## src/rtl/counter_pkg.sv

```systemverilog
// Shared constants and helpers for the up/down counter family.
package counter_pkg;

  localparam logic DIR_UP    = 1'b1;
  localparam logic DIR_DOWN  = 1'b0;
  localparam logic MODE_WRAP = 1'b0;
  localparam logic MODE_SAT  = 1'b1;

  // Widest counter the clamp helper supports; callers zero-extend and truncate.
  localparam int unsigned CLAMP_W = 64;

  function automatic logic [CLAMP_W-1:0] load_clamp(input logic [CLAMP_W-1:0] val,
                                                    input logic [CLAMP_W-1:0] lim);
    load_clamp = (val > lim) ? lim : val;
  endfunction

endpackage

```

## src/rtl/updown_counter_next.sv

```systemverilog
// Next-count and terminal-event computation for updown_counter_n (combinational).
module updown_counter_next
  import counter_pkg::*;
#(
  parameter int unsigned WIDTH = 8
) (
  input  logic [WIDTH-1:0] Q,
  input  logic [WIDTH-1:0] max_val,
  input  logic             updown,
  input  logic             sat,
  output logic [WIDTH-1:0] next_q,
  output logic             term
);

  always_comb begin
    next_q = Q;
    term   = 1'b0;
    if (updown == DIR_UP) begin
      if (Q >= max_val) begin
        next_q = (sat == MODE_SAT) ? max_val : '0;
        term   = 1'b1;
      end else begin
        next_q = Q + 1'b1;
      end
    end else begin
      // An over-range count (max_val lowered at runtime) snaps to the limit silently.
      if (Q > max_val) begin
        next_q = max_val;
      end else if (Q == '0) begin
        next_q = (sat == MODE_SAT) ? '0 : max_val;
        term   = 1'b1;
      end else begin
        next_q = Q - 1'b1;
      end
    end
  end

endmodule

```

## src/rtl/updown_counter_n.sv

```systemverilog
// Parametrised up/down counter with programmable terminal value, load, wrap/saturate.
module updown_counter_n
  import counter_pkg::*;
#(
  parameter int unsigned WIDTH = 8
) (
  input  logic             clk,
  input  logic             clr_n,
  input  logic             en,
  input  logic             updown,
  input  logic             sat,
  input  logic             load,
  input  logic [WIDTH-1:0] load_val,
  input  logic [WIDTH-1:0] max_val,
  output logic [WIDTH-1:0] Q,
  output logic             C,
  output logic             at_max,
  output logic             at_zero
);

  logic [WIDTH-1:0] next_q;
  logic             term;
  logic [WIDTH-1:0] clamped;

  updown_counter_next #(.WIDTH(WIDTH)) u_next (
    .Q       (Q),
    .max_val (max_val),
    .updown  (updown),
    .sat     (sat),
    .next_q  (next_q),
    .term    (term)
  );

  assign clamped = WIDTH'(load_clamp(CLAMP_W'(load_val), CLAMP_W'(max_val)));

  always_ff @(posedge clk) begin
    if (!clr_n) begin
      Q <= '0;
      C <= 1'b0;
    end else if (load) begin
      Q <= clamped;
      C <= 1'b0;
    end else if (en) begin
      Q <= next_q;
      C <= term;
    end else begin
      C <= 1'b0;
    end
  end

  assign at_max  = (Q >= max_val);
  assign at_zero = (Q == '0);

endmodule

```

## config.mk

```make
export PLATFORM = sky130hd
export DESIGN_NAME = updown_counter_n
export DESIGN_NICKNAME = d
export VERILOG_FILES = /design/src/rtl/counter_pkg.sv /design/src/rtl/updown_counter_next.sv /design/src/rtl/updown_counter_n.sv
export SDC_FILE = /design/constraint.sdc
export NUM_CORES = 1
export LEC_CHECK = 0
export BUFFER_PORTS_ARGS = -buffer_cell sky130_fd_sc_hd__buf_2
export CAP_MARGIN = 20
export CORE_ASPECT_RATIO = 1.4
export CORE_UTILIZATION = 30
export CTS_CLUSTER_SIZE = 24
export DETAILED_ROUTE_END_ITERATION = 16
export GPL_TIMING_DRIVEN = 0
export PLACE_DENSITY_LB_ADDON = 0.25
export SLEW_MARGIN = 30
export SYNTH_ARGS = -nofsm -noshare
export SYNTH_HDL_FRONTEND = slang
export SYNTH_HIERARCHICAL = 1
export SYNTH_SLANG_ARGS = --single-unit
```

## constraint.sdc

```tcl
create_clock -name clk -period 2.5 [get_ports clk]
set_input_delay 0.5 -clock clk [delete_from_list [all_inputs] [get_ports clk]]
set_output_delay 0.5 -clock clk [all_outputs]
set_load 0.05 [all_outputs]
```

== Word level (Yosys, flattened, before mapping) ==
Cells that the tools add are included.
Widths: inputs -> output; s select.

* Flip-flop bits (word level): 9
* Bits in writable memories: 0
* Bits in read-only memories: 0
* Logic and storage cells: 25
* Memories: 0
* Bits in latches: 0

* Eq/ne operators: 0
* Shifts and indexed selects: 0
* Muxes and demuxes: 13
* $add $sub $neg: 2
* Divide/modulo/power cells: 0
* Order comparisons: 3
* Multiply operators: 0
* Bitwise logic cells: 2
* Reduce and logical (&&, ||, !) cells: 3

{| class="wikitable"
|+ Operators with widths
! operator !! number
|-
| $mux 8 || 9
|-
| $gt 8x8->1 || 2
|-
| $add 8x1->8 const B || 1
|-
| $ge 8x8->1 || 1
|-
| $logic_not 8->1 || 1
|-
| $sub 8x1->8 const B || 1
|-
| $mux 1 || 4
|-
| $reduce_or 3->1 || 1
|-
| $not 1->1 || 2
|-
| $reduce_bool 2->1 || 1
|}

== Logic depth before layout (Yosys ltp) ==
Gate-level depths: netlist of run 1.

* Depth in word-level cells: 6
* Depth in mapped cells: 13
* Mapped depth without buffers: 12

== Cells and area by module ==
Netlist of run 1, hierarchy kept.

{| class="wikitable"
|+ Modules (own cells, without submodules)
! module !! cells each !! seq. area each (um^2) !! times used !! area an instance (um^2)
|-
| updown_counter_n || 106 || 180.2 || 1 || 910.9
|-
| updown_counter_next || 109 || 0.0 || 1 || 860.8
|}

== Worst setup path after synthesis of run 1 ==
Ideal clock, no wire load.

* Kind: register to output
* Start: reg Q[0]
* End: out at_max
* Slack: -0.288 ns
* Path buffers: 0
* Cell stages (with the launch flop): 8
* Arrival: 2.288 ns
* Cells stage by stage: dfxtp_1 -> inv_1 -> ha_1 -> nand2b_1 -> a21oi_1 -> nor2b_1 -> o21ai_0 -> a31oi_1

* Cells in the longest elaborated chain, start to end: 1

{| class="wikitable"
|+ Ends and longest elaborated chain
! what !! RTL line !! RTL
|-
| start: declaration || updown_counter_n.sv:15 || <nowiki>output logic [WIDTH-1:0] Q,</nowiki>
|-
| start signal: assignment || updown_counter_n.sv:41 || <nowiki>Q <= clamped;</nowiki>
|-
| start signal: assignment || updown_counter_n.sv:44 || <nowiki>Q <= next_q;</nowiki>
|-
| $ge 8x8->1 || updown_counter_n.sv:51 || <nowiki>assign at_max = (Q >= max_val);</nowiki>
|-
| end: declaration || updown_counter_n.sv:17 || <nowiki>output logic at_max,</nowiki>
|}

Every way passes these cells.

== Worst setup path after layout of run 1 ==
* Start: in max_val[7]
* End: reg Q[6]

* Cells in the longest elaborated chain, start to end: 5

{| class="wikitable"
|+ Ends and longest elaborated chain
! what !! RTL line !! RTL
|-
| start: declaration || updown_counter_n.sv:14 || <nowiki>input logic [WIDTH-1:0] max_val,</nowiki>
|-
| $gt 8x8->1 / $ge 8x8->1 (equally long branches) || updown_counter_next.sv:27, updown_counter_next.sv:19 ||
|-
| $mux 8, on equally long branches || updown_counter_next.sv:27, updown_counter_next.sv:19 ||
|-
| $mux 8 * || updown_counter_next.sv:18 || <nowiki>if (updown == DIR_UP) begin</nowiki>
|-
| net next_q[6] || updown_counter_n.sv:21 || <nowiki>logic [WIDTH-1:0] next_q;</nowiki>
|-
| $mux 8 * || updown_counter_n.sv:43 || <nowiki>end else if (en) begin</nowiki>
|-
| $mux 8 * || updown_counter_n.sv:40 || <nowiki>end else if (load) begin</nowiki>
|}

Mark *: on every way through the listed nets, which the timed path passes. The rest lies on a longest branch. The select of a mux whose other input is x is not followed.
A chain may end at the register's enable or synchronous reset.

==> qor_table.md, run 1 <==
| Result | Reported | Unit |
|---|---|---|
| FP Rows | 32 | - |
| Fin. Hold Viols | 0 | - |
| Pwr dens | 465 | nW/µm² |
| Clock tree from TritonCTS | done | - |
| Cell area after synthesis | 1770 | µm² |
| Min Clock Period, post-route | 2.46 | ns |
| Final design instance area without fill | 2430 | µm² |
| Max clock buf depth | 2 | - |
| Share of async-settable or async-resettable flops after synthesis | 0 | % |
| Post-route DRC | 0 | - |
| Buffer cell driving the clock tree root | sky130_fd_sc_hd__clkbuf_8 | - |
| Share of total power in the clock network | 14.9 | % |
| Part of the power in registers | 17.5 | % |
| Max-slew violation total from the final report | 0 | - |
| Leading post-synthesis cells by cell area | sky130_fd_sc_hd__ha_1 19%, sky130_fd_sc_hd__dfxtp_1 10%, sky130_fd_sc_hd__o21ai_0 5.9%, sky130_fd_sc_hd__a31oi_1 5.6%, sky130_fd_sc_hd__mux2_2 4.4% | - |
| Critical path peak fanout | 7 | - |
| Overall via count from detail_route | 1809 | - |
| Outcome | completed | - |
| Post-synthesis cell type count | 51 | - |
| Peak Freq | 407 | MHz |
| Share of final-layout standard cells stronger than drive strength 1 | 41.7 | % |
| Post-synth top area cell | sky130_fd_sc_hd__ha_1 | - |
| Synth cell count leaders | 27 x sky130_fd_sc_hd__ha_1, 21 x sky130_fd_sc_hd__o21ai_0, 19 x sky130_fd_sc_hd__inv_1 | - |
| Share of power burned in combinational logic | 67.5 | % |
| GRT Residual Overflow | 0 | - |
| Worst endpoint data arrival time | 2.55 | ns |
| Area share of the largest cell type after synthesis | 19.1 | % |
| Total GRT Usage | 17.7 | % |
| Instance count after placement with tap cells included | 313 | - |
| Period Utilization, post-route | 98.3 | % |
| Flop and latch count out of synthesis | 9 | - |
| Detailed-routing iteration count for the pre-antenna-repair pass | 4 | - |
| Library cell with the highest instance count after synthesis | sky130_fd_sc_hd__ha_1 | - |
| CTS H-tree depth | 1 | - |
| Post-layout utilization of the core | 43.4 | % |
| Total power consumption of the routed design | 0.00113 | W |
| Vias per std cell | 5.45 | - |
| DP Area | 2020 | µm² |
| Port Buffers | 30 | - |
| Worst slew margin | 68.8 | % |
| Leakage power summed over all cells | 1.07 | nW |
| Initial antenna violation count | 0 | - |
| Drt wl/cell | 16.7 | µm |
| Maximum Capacitance Violations | 0 | - |
| Antenna Violating Nets Remaining | 0 | - |
| Number of nets in the layout | 314 | - |
| CP endpoint kind | flip-flop | - |
| Worst Hold Margin | 0.542 | ns |
| Overall die area | 6220 | µm² |
| Wire length of the first global-routing pass | 8440 | µm |
| Setup-failing EPs final | 0 | - |
| Number of buffers added by the clock tree synthesis step | 3 | - |
| RSZ-0062 raised after global routing | true | - |
| Number of cells produced by synthesis | 215 | - |
| Switching fraction of total power | 45.1 | % |
| Net switching power of the design | 0.000510 | W |
| Hold bufs inserted after CTS | 0 | - |
| Initial DRC Count | 62 | - |
| Worst Setup Path Type | input pin to flip-flop | - |
| Core area | 5610 | µm² |
| Die height | 92.9 | µm |
| Width of the die | 67.0 | µm |
| Min-delay worst type | input pin to flip-flop | - |
| Avg Cell Area, Syn | 8.24 | µm² |
| Number of flops mapped to enable cells by yosys | 0 | - |
| Nets in the synthesized netlist | 264 | - |
| Ys flop type | sky130_fd_sc_hd__dfxtp_1 | - |
| Warning count from the yosys run | 6 | - |
| Worst-Margin Slew | 0.468 | ns |
| Clock slew at reported path FFs | 0.05 | ns |
| Top-Level Pins | 33 | - |
| Hpwl dp | 4020 | µm |
| Total wirelength of the detailed-routed design | 5530 | µm |
| Peak supply drop | 0.291 | mV |
| Via count of the first global-routing pass | 1705 | - |
| Clock latency at the later pin of the worst-skew pair | 0.23 | ns |
| Area added between synthesis and finish | 37.3 | % |
| Internal power contribution | 0.000622 | W |
| Initial standard-cell utilization of the core | 31.6 | % |
| Post-synthesis sequential area ratio | 10.2 | % |
| Critical path data required time | 2.59 | ns |
| Startpoint kind of the worst setup timing path | input pin | - |
| Count of non-filler cells in the finished layout | 332 | - |
| Largest net degree at the start of global routing | 12 | - |
| Count of clock tree sinks | 9 | - |
| Final antenna diode count | 0 | - |
| Final GP Congestion | 0.782 | - |
| Clock Skew | 0.00137 | ns |
sequential cells by signal, summed over array words and instances (netlist names):
signal and flops:
C 1, Q 8
routing by layer:
metal / global-route usage, % / wire length (µm) / up-vias
li1: - / - / 914
met1: 20.9 / 2260 / 849
met2: 32.8 / 3000 / 32
met3: 0.985 / 121 / 14
met4: 5.32 / 154 / 0
met5: 0 / 0 / -
power by group through the flow:
stage | Clock, W | Sequential (W) | Combinational (W)
floorplan | 0 | 0.000242 | 0.000415
finish | 0.000169 | 0.000198 | 0.000765
detailed placement | 0 | 0.000203 | 0.000597
global placement | 0 | 0.000203 | 0.000589
CTS | 0.000170 | 0.000201 | 0.000628
global route | 0.000179 | 0.000202 | 0.000830
stage by stage:
stage               TNS (ns)  setup WS, ns
detailed placement     -2.79        -0.370
global route          -0.140       -0.0332
CTS                        0        0.0103
finish                     0        0.0415
global placement       -2.55        -0.360
floorplan                  0       0.00462
cell usage in the layout (no fill, tap or decap), types with 3 or more instances in the layout:
cell and instances:
sky130_fd_sc_hd__nor3_1 10, sky130_fd_sc_hd__o21ai_1 4, sky130_fd_sc_hd__clkbuf_8 3, sky130_fd_sc_hd__nand4_1 3
sky130_fd_sc_hd__o21ai_2 8, sky130_fd_sc_hd__and3_1 3, sky130_fd_sc_hd__ha_1 22, sky130_fd_sc_hd__nor2_1 3
sky130_fd_sc_hd__dfxtp_2 5, sky130_fd_sc_hd__nand2_1 9, sky130_fd_sc_hd__xor2_1 6, sky130_fd_sc_hd__ha_4 5
sky130_fd_sc_hd__o21ai_0 13, sky130_fd_sc_hd__mux2i_1 7, sky130_fd_sc_hd__xnor2_1 5, sky130_fd_sc_hd__a31oi_1 14
sky130_fd_sc_hd__a2bb2oi_1 6, sky130_fd_sc_hd__buf_6 4, sky130_fd_sc_hd__buf_2 30, sky130_fd_sc_hd__nand3_1 10
sky130_fd_sc_hd__inv_1 19, sky130_fd_sc_hd__mux2_2 3, sky130_fd_sc_hd__buf_4 13, sky130_fd_sc_hd__a21oi_1 5
sky130_fd_sc_hd__mux2_4 4
critical path, cell delays in order:
cell and delay (ns):
sky130_fd_sc_hd__clkbuf_4 0.17, sky130_fd_sc_hd__inv_1 0.08, sky130_fd_sc_hd__ha_4 0.31, sky130_fd_sc_hd__nand4_4 0.13, sky130_fd_sc_hd__a211o_4 0.38, sky130_fd_sc_hd__nand3_4 0.15, sky130_fd_sc_hd__buf_6 0.12, sky130_fd_sc_hd__a2bb2oi_1 0.15
sky130_fd_sc_hd__mux2i_1 0.11, sky130_fd_sc_hd__mux2_4 0.28, sky130_fd_sc_hd__o21ai_2 0.11, sky130_fd_sc_hd__a31oi_1 0.05
what timing repair did:
item	in CTS	in global routing
cloned	0	2
resized for setup	11	42
setup buffers	2	11
setup endpoints to repair	9	9
pin swaps	1	17
cell type report:
class / instances / area, µm²
Buffer: 7 / 48.8
Clock buffer: 4 / 45.0
Fill cell: 579 / 3170
Inverter: 20 / 75.1
Multi-Input combinational cell: 180 / 1710
Sequential cell: 9 / 194
Tap cell: 68 / 85.1
Timing Repair Buffer: 44 / 275
logic make-up (layout without fill, tap and decap cells):
group                    after synthesis  after routing  synth area share, %
adder cells (fa/ha/maj)               27             27                 19.1
AO/OA/AOI/OAI                         69             70                 27.8
multiplexers                          14             14                 8.40
XOR/XNOR                              11             11                 5.44
AND/OR/NAND/NOR                       58             58                 22.1
buffers and inverters                 27             75                 6.99
flip-flops                             9              9                 10.2
path summary, 6_finish.rpt:
kind / startpoint / to / slack (ns) / cells after the start
hold / removal: load_val[2] / Q[2] / 0.54 / 3
setup reg to reg: Q[1] / Q[6] / 0.08 / 11
setup / recovery: max_val[7] / Q[6] / 0.04 / 12
hold reg to reg: Q[0] / Q[0] / 0.74 / 4
Note: power is estimated with default switching activity, not from simulation.
==> inputs of run 2 (changes only) <==
--- a/config.mk
+++ b/config.mk
@@ -8,7 +8,7 @@
 export BUFFER_PORTS_ARGS = -buffer_cell sky130_fd_sc_hd__buf_2
 export CAP_MARGIN = 20
 export CORE_ASPECT_RATIO = 1.4
-export CORE_UTILIZATION = 30
+export CORE_UTILIZATION = 50
 export CTS_CLUSTER_SIZE = 24
 export DETAILED_ROUTE_END_ITERATION = 16
 export GPL_TIMING_DRIVEN = 0
==> run 2 against run 1 <==
  * Global-route usage is 9.0 points higher
  * Clock power is 2% higher
  * Final area is 0.77% higher
  * Final cell count is 9.0% lower
  * Die area is 39% lower
  * Maximum frequency is 0.14% lower
  * Combinational power is 3.4% higher
  * Setup slack worse by 0.0034 ns
  * Clock skew hardly changed
  * Critical path type is now flip-flop to flip-flop
  * Largest power group unchanged
==> qor_table.md, run 2 (synthesized netlist as in run 1, its figures left out) <==
| Result | Reported | Unit | Change |
|---|---|---|---|
| Slowest Stage Delay on Critical Path | 0.38 | ns | about the same |
| Final GP Congestion | 0.846 | - | +8.2% |
| Number of buffers added by the clock tree synthesis step | 3 | - | unchanged |
| Worst slew margin | 69.2 | % | +0.38 points |
| Initial standard-cell utilization of the core | 52.4 | % | +21 points |
| Min Clock Period, post-route | 2.46 | ns | +0.00337 ns |
| Worst endpoint data arrival time | 2.56 | ns | about the same |
| Highest-count cells in the layout ignoring fill and taps | 28 x sky130_fd_sc_hd__buf_2, 21 x sky130_fd_sc_hd__ha_1, 17 x sky130_fd_sc_hd__inv_1, 13 x sky130_fd_sc_hd__o21ai_0 | - |  |
| Final antenna diode count | 0 | - | unchanged |
| Max-slew violation total from the final report | 0 | - | unchanged |
| Count of clock tree sinks | 9 | - | unchanged |
| GRT Residual Overflow | 0 | - | unchanged |
| Hpwl dp | 3570 | µm | -11% |
| CP endpoint kind | flip-flop | - |  |
| Vias per std cell | 6.19 | - | +14% |
| Slowest CP cell | sky130_fd_sc_hd__dfxtp_4 | - |  |
| FP Rows | 25 | - | -22% |
| Worst Setup Path Type | flip-flop to flip-flop | - |  |
| CTS H-tree depth | 1 | - | unchanged |
| Overall die area | 3790 | µm² | -39% |
| Final design instance area without fill | 2450 | µm² | +0.77% |
| Outcome | completed | - |  |
| Wire length of the first global-routing pass | 7590 | µm | -10% |
| Detailed-routing iteration count for the pre-antenna-repair pass | 4 | - | unchanged |
| Number of flip-flops in the largest register | 8 | - | unchanged |
| DP Area | 1990 | µm² | -1.7% |
| Via count of the first global-routing pass | 1655 | - | -2.9% |
| Initial antenna violation count | 0 | - | unchanged |
| Die height | 72.4 | µm | -22% |
| Clock tree from TritonCTS | done | - |  |
| Max clock buf depth | 2 | - | unchanged |
| Worst setup slack before clock tree synthesis | -0.365 | ns | +0.00495 ns |
| Startpoint kind of the worst setup timing path | flip-flop | - |  |
| Registers with the highest flip-flop counts | Q x8, C x1 | - |  |
| Post-route DRC | 0 | - | unchanged |
| Overall via count from detail_route | 1869 | - | +3.3% |
| Initial DRC Count | 47 | - | -24% |
| Setup-failing EPs final | 0 | - | unchanged |
| Buffer cell driving the clock tree root | sky130_fd_sc_hd__clkbuf_8 | - |  |
| Port Buffers | 30 | - | unchanged |
| Sequence of cells on the critical path | inv_2 > ha_1 > nor2b_4 > o211ai_2 > buf_4 > a211o_4 > nand3_4 > a2bb2oi_2 > mux2i_1 > mux2_2 > o21ai_2 > a31oi_1 | - |  |
| Largest net degree at the start of global routing | 12 | - | unchanged |
| Peak supply drop | 0.340 | mV | +17% |
| Total GRT Usage | 26.7 | % | +9.0 points |
| Number of nets in the layout | 312 | - | -0.64% |
| Area taken by multi-input logic gates | 1760 | µm² | +3.1% |
| Area added between synthesis and finish | 38.3 | % |  |
| Min-delay worst type | input pin to flip-flop | - |  |
| Peak Freq | 406 | MHz | -0.14% |
| Kind of cell with the highest combined delay on the critical path | compound AO/OA/AOI/OAI gates | - |  |
| Clock latency at the later pin of the worst-skew pair | 0.24 | ns | about the same |
| Clock slew at reported path FFs | 0.05 | ns | about the same |
| Fin. Hold Viols | 0 | - | unchanged |
| Pwr dens | 475 | nW/µm² | +2.0% |
| Total power consumption of the routed design | 0.00116 | W | +2.8% |
| Maximum Capacitance Violations | 0 | - | unchanged |
| Antenna Violating Nets Remaining | 0 | - | unchanged |
| Commonest non-fill, non-tap cell in the layout | sky130_fd_sc_hd__buf_2 | - |  |
| Width of the die | 52.3 | µm | -22% |
| Top-Level Pins | 33 | - | unchanged |
| Final worst-path setup slack | 0.0381 | ns | -0.00337 ns |
| Sequential standard cell area | 195 | µm² | +0.65% |
| Period Utilization, post-route | 98.5 | % | +0.13 points |
| Count of buffering cells on the critical path with inverters included | 2 | - | -1 |
| Leakage power summed over all cells | 1.07 | nW | +0.28% |
| Biggest register | Q | - |  |
| Critical path peak fanout | 8 | - | +1 |
| Core area | 3380 | µm² | -40% |
| Share of final-layout standard cells stronger than drive strength 1 | 45.8 | % | +4.1 points |
| Critical path data required time | 2.59 | ns | about the same |
| Drt wl/cell | 18.1 | µm | +8.8% |
| Fillers | 277 | - | -52% |
| Clock Skew | 0.00180 | ns | +0.000436 ns |
| Worst-Margin Slew | 0.462 | ns | -0.00565 ns |
| Post-layout utilization of the core | 72.6 | % | +29 points |
| Total wirelength of the detailed-routed design | 5470 | µm | -1.1% |
run 2: power by group:
| part | internal (W) | switching (W) |
|---|---|---|
| registers | 0.000161 | 0.0000378 |
| logic | 0.000358 | 0.000434 |
| clock network | 0.000111 | 0.0000614 |
run 2: worst paths after layout:
check	start	endpoint	slack (ns)	depth (start not counted)
setup / recovery	Q[0]	Q[6]	0.04	12
hold / removal	load_val[0]	Q[0]	0.54	3
setup reg to reg	Q[0]	Q[6]	0.04	12
hold reg to reg	Q[0]	Q[0]	0.78	4
run 2: routing by layer:
layer	part of all wire, %	wire length (µm)	GRT usage, %
met5	0	0	0
met4	3.2	175	11.4
met3	2.5	136	1.47
met2	52	2870	47.1
met1	42	2290	32.3
run 2: worst min-delay path: cells and delay by family:
kind / cells / cell delay (ns)
buffers and inverters: 1 / 0.10
AND/OR/NAND/NOR: 1 / 0.06
AO/OA/AOI/OAI: 1 / 0.07
run 2: final cells by class:
| cell class | count | share of cell area [%] |
|---|---|---|
| tap | 40 | 2.04 |
| clock buffer | 4 | 1.84 |
| inverter | 20 | 3.16 |
| multi-input combinational | 179 | 71.9 |
| timing repair buffer | 43 | 11.1 |
| buffer | 7 | 1.99 |
| sequential | 9 | 7.96 |
run 2: repair_timing:
action / 4_1_cts / 5_1_grt
endpoints found under the hold margin: 0 / 0
pin swaps: 1 / 13
gates resized for setup: 6 / 60
endpoints found under the setup margin: 8 / 9
setup buffers: 4 / 10
hold buffers: 0 / 0
run 2: per-stage QoR:
| step | setup TNS (ns) | cells | hold slack [ns] |
|---|---|---|---|
| 2_1_floorplan | 0 | 215 | 0.628 |
| 3_3_place_gp | -2.33 | 285 | 0.776 |
| 3_5_place_dp | -2.59 | 285 | 0.788 |
| 4_1_cts | -0.0324 | 293 | 0.539 |
| 5_1_grt | -0.198 | 302 | 0.552 |
| 6_report | 0 | 302 | 0.538 |
==> inputs of run 3 (changes only) <==
--- a/config.mk
+++ b/config.mk
@@ -8,10 +8,10 @@
 export BUFFER_PORTS_ARGS = -buffer_cell sky130_fd_sc_hd__buf_2
 export CAP_MARGIN = 20
 export CORE_ASPECT_RATIO = 1.4
-export CORE_UTILIZATION = 50
+export CORE_MARGIN = 2
+export CORE_UTILIZATION = 45
 export CTS_CLUSTER_SIZE = 24
 export DETAILED_ROUTE_END_ITERATION = 16
-export GPL_TIMING_DRIVEN = 0
 export PLACE_DENSITY_LB_ADDON = 0.25
 export SLEW_MARGIN = 30
 export SYNTH_ARGS = -nofsm -noshare
==> run 3 against run 2 <==
  * Register-to-register slack improved by 0.10 ns
  * Critical path type is now input pin to primary output
  * Power fell by 12%
  * Core utilization fell by 15 points
  * First-iteration DRC count rose by 15%
  * Die area rose by 18%
  * Largest power group unchanged
  * Critical endpoint is now at_max
  * Sequential share of layout area rose by 0.58 points
  * Final area fell by 9.2%
==> qor_table.md, run 3 (synthesized netlist as in run 1, its figures left out) <==
| Result | Reported | Unit | Change |
|---|---|---|---|
| Final GP Congestion | 0.806 | - | -4.7% |
| Outcome | completed | - |  |
| Worst setup slack before clock tree synthesis | -0.135 | ns | +0.230 ns |
| Min Clock Period, post-route | 2.40 | ns | -0.0617 ns |
| Via count of the first global-routing pass | 1851 | - | +12% |
| Max-slew violation total from the final report | 0 | - | unchanged |
| Count of clock tree sinks | 9 | - | unchanged |
| Top-Level Pins | 33 | - | unchanged |
| Max clock buf depth | 2 | - | unchanged |
| Reg2Reg Setup Slack | 0.14 | ns | +0.10 ns |
| Clock latency at the later pin of the worst-skew pair | 0.23 | ns | about the same |
| Worst slew margin | 75.1 | % | +5.9 points |
| Commonest non-fill, non-tap cell in the layout | sky130_fd_sc_hd__buf_2 | - |  |
| GRT Residual Overflow | 0 | - | unchanged |
| Total GRT Usage | 23.9 | % | -2.8 points |
| Initial antenna violation count | 0 | - | unchanged |
| Initial DRC Count | 54 | - | +15% |
| Critical path data required time | 2.00 | ns | -0.59 ns |
| Total wirelength of the detailed-routed design | 4960 | µm | -9.4% |
| Worst-case reg-to-reg path depth | 10 | - | -2 |
| Largest net degree at the start of global routing | 18 | - | +6 |
| Detailed-routing iteration count for the pre-antenna-repair pass | 4 | - | unchanged |
| Sum Neg Setup Slack | 0 | ns | unchanged |
| Registers with the highest flip-flop counts | Q x8, C x1 | - |  |
| Clock slew at reported path FFs | 0.04 | ns | about the same |
| RSZ-0062 raised after global routing | false | - |  |
| Worst endpoint data arrival time | 1.90 | ns | -0.66 ns |
| Number of nets in the layout | 319 | - | +2.2% |
| Post-route DRC | 0 | - | unchanged |
| Port Buffers | 32 | - | +6.7% |
| Hold worst-path end | Q[0] | - |  |
| Overall via count from detail_route | 1819 | - | -2.7% |
| Buffer cell driving the clock tree root | sky130_fd_sc_hd__clkbuf_8 | - |  |
| Drt wl/cell | 15.9 | µm | -12% |
| CP endpoint kind | primary output | - |  |
| Maximum Capacitance Violations | 0 | - | unchanged |
| Period Utilization, post-route | 96.0 | % | -2.5 points |
| Hpwl dp | 3980 | µm | +11% |
| Critical path peak fanout | 3 | - | -5 |
| Wire length of the first global-routing pass | 8500 | µm | +12% |
| Hold wc startpoint | load_val[0] | - |  |
| Width of the die | 57.0 | µm | +9.0% |
| Worst-Margin Slew | 0.372 | ns | -0.0897 ns |
| Die height | 78.2 | µm | +8.0% |
| Number of buffers added by the clock tree synthesis step | 3 | - | unchanged |
| Highest-count cells in the layout ignoring fill and taps | 31 x sky130_fd_sc_hd__buf_2, 26 x sky130_fd_sc_hd__ha_1, 25 x sky130_fd_sc_hd__buf_4, 20 x sky130_fd_sc_hd__o21ai_0, 19 x sky130_fd_sc_hd__inv_1 | - |  |
| Peak Freq | 417 | MHz | +2.6% |
| Worst Setup Path Type | input pin to primary output | - |  |
| Fin. Hold Viols | 0 | - | unchanged |
| Sequential standard cell area | 190 | µm² | -2.6% |
| Worst Hold Margin | 0.550 | ns | +0.0117 ns |
| Biggest register | Q | - |  |
| Worst Hold Depth | 3 | - | unchanged |
| Startpoint kind of the worst setup timing path | input pin | - |  |
| Clock tree from TritonCTS | done | - |  |
| Area added between synthesis and finish | 25.6 | % |  |
| Vias per std cell | 5.83 | - | -5.8% |
| Leakage power summed over all cells | 1.06 | nW | -0.95% |
| Critical R2R Launch | Q[5] | - |  |
| Total power consumption of the routed design | 0.00103 | W | -12% |
| CTS H-tree depth | 1 | - | unchanged |
| Fillers | 372 | - | +34% |
| Clock Skew | 0.000893 | ns | -0.000910 ns |
| Pwr dens | 462 | nW/µm² | -2.6% |
| Overall die area | 4460 | µm² | +18% |
| Peak supply drop | 0.332 | mV | -2.4% |
| Critical register-to-register path endpoint | Q[6] | - |  |
| Setup-failing EPs final | 0 | - | unchanged |
| Area taken by multi-input logic gates | 1510 | µm² | -14% |
| FP Rows | 27 | - | +8.0% |
| Antenna Violating Nets Remaining | 0 | - | unchanged |
| Hold bufs inserted after CTS | 0 | - | unchanged |
| Core area | 3850 | µm² | +14% |
| Share of final-layout standard cells stronger than drive strength 1 | 36.8 | % | -9.0 points |
| Min-delay worst type | input pin to flip-flop | - |  |
| Final antenna diode count | 0 | - | unchanged |
| Number of flip-flops in the largest register | 8 | - | unchanged |
| Initial standard-cell utilization of the core | 46.0 | % | -6.4 points |
| Final worst-path setup slack | 0.0998 | ns | +0.0617 ns |
## run 3: cell types whose count changed in the layout (fill, tap and decap cells not counted), sizes merged
cell and change:
buf +12, clkbuf -5
## run 3: cell type report
type,instances,share of cell area (%)
well taps,43,2.42
inverters,20,3.37
multi-input cells,179,67.7
flip-flops and latches,9,8.54
repair buffers,57,15.9
clock buffers,4,2.02
## run 3: where the power goes
| group | leakage (nW) | internal, W | switching (W) |
|---|---|---|---|
| clock network | 0.0228 | 0.000111 | 0.0000559 |
| registers | 0.0766 | 0.000161 | 0.0000110 |
| logic | 0.964 | 0.000302 | 0.000388 |
| total | 1.06 | 0.000574 | 0.000455 |
## run 3: timing repair
item	in CTS	in global routing
buffers inserted	1	0
cloned	0	0
pin swaps	1	0
resized for setup	4	4
setup endpoints to repair	1	6
## run 3: worst max-delay path, stage by stage
cell and delay (ns):
sky130_fd_sc_hd__buf_2 0.11, sky130_fd_sc_hd__buf_4 0.12, sky130_fd_sc_hd__inv_1 0.12, sky130_fd_sc_hd__ha_4 0.23
sky130_fd_sc_hd__a2111oi_4 0.27, sky130_fd_sc_hd__buf_4 0.16, sky130_fd_sc_hd__nand2_1 0.04, sky130_fd_sc_hd__o21ai_1 0.10
sky130_fd_sc_hd__a31oi_2 0.07, sky130_fd_sc_hd__buf_6 0.17
## run 3: worst max path at each step
stage	from	to	slack (ns)	cells after the start
finish	max_val[5]	at_max	0.1	10
global route	max_val[5]	Q[7]	0.003	11
CTS	max_val[5]	at_max	0.03	10
detailed placement	max_val[5]	at_max	-0.13	10
global placement	max_val[1]	Q[6]	-0.12	12
floorplan	Q[5]	at_max	0.005	3
## run 3: metal layers
| layer | vias up | global-route usage [%] | wire length (µm) |
|---|---|---|---|
| li1 | 917 | - | - |
| met1 | 825 | 28.9 | 2040 |
| met2 | 52 | 39.5 | 2420 |
| met3 | 25 | 2.64 | 199 |
| met4 | 0 | 14.7 | 301 |
| met5 | - | 0 | 0 |
## run 3: per-stage QoR
stage | util, % | area, µm² | instances
global route | 57.8 | 2230 | 312
detailed placement | 55.4 | 2130 | 307
finish | 57.8 | 2230 | 312
floorplan | - | 1790 | 215
CTS | 57.1 | 2200 | 312
global placement | 55.4 | 2130 | 307
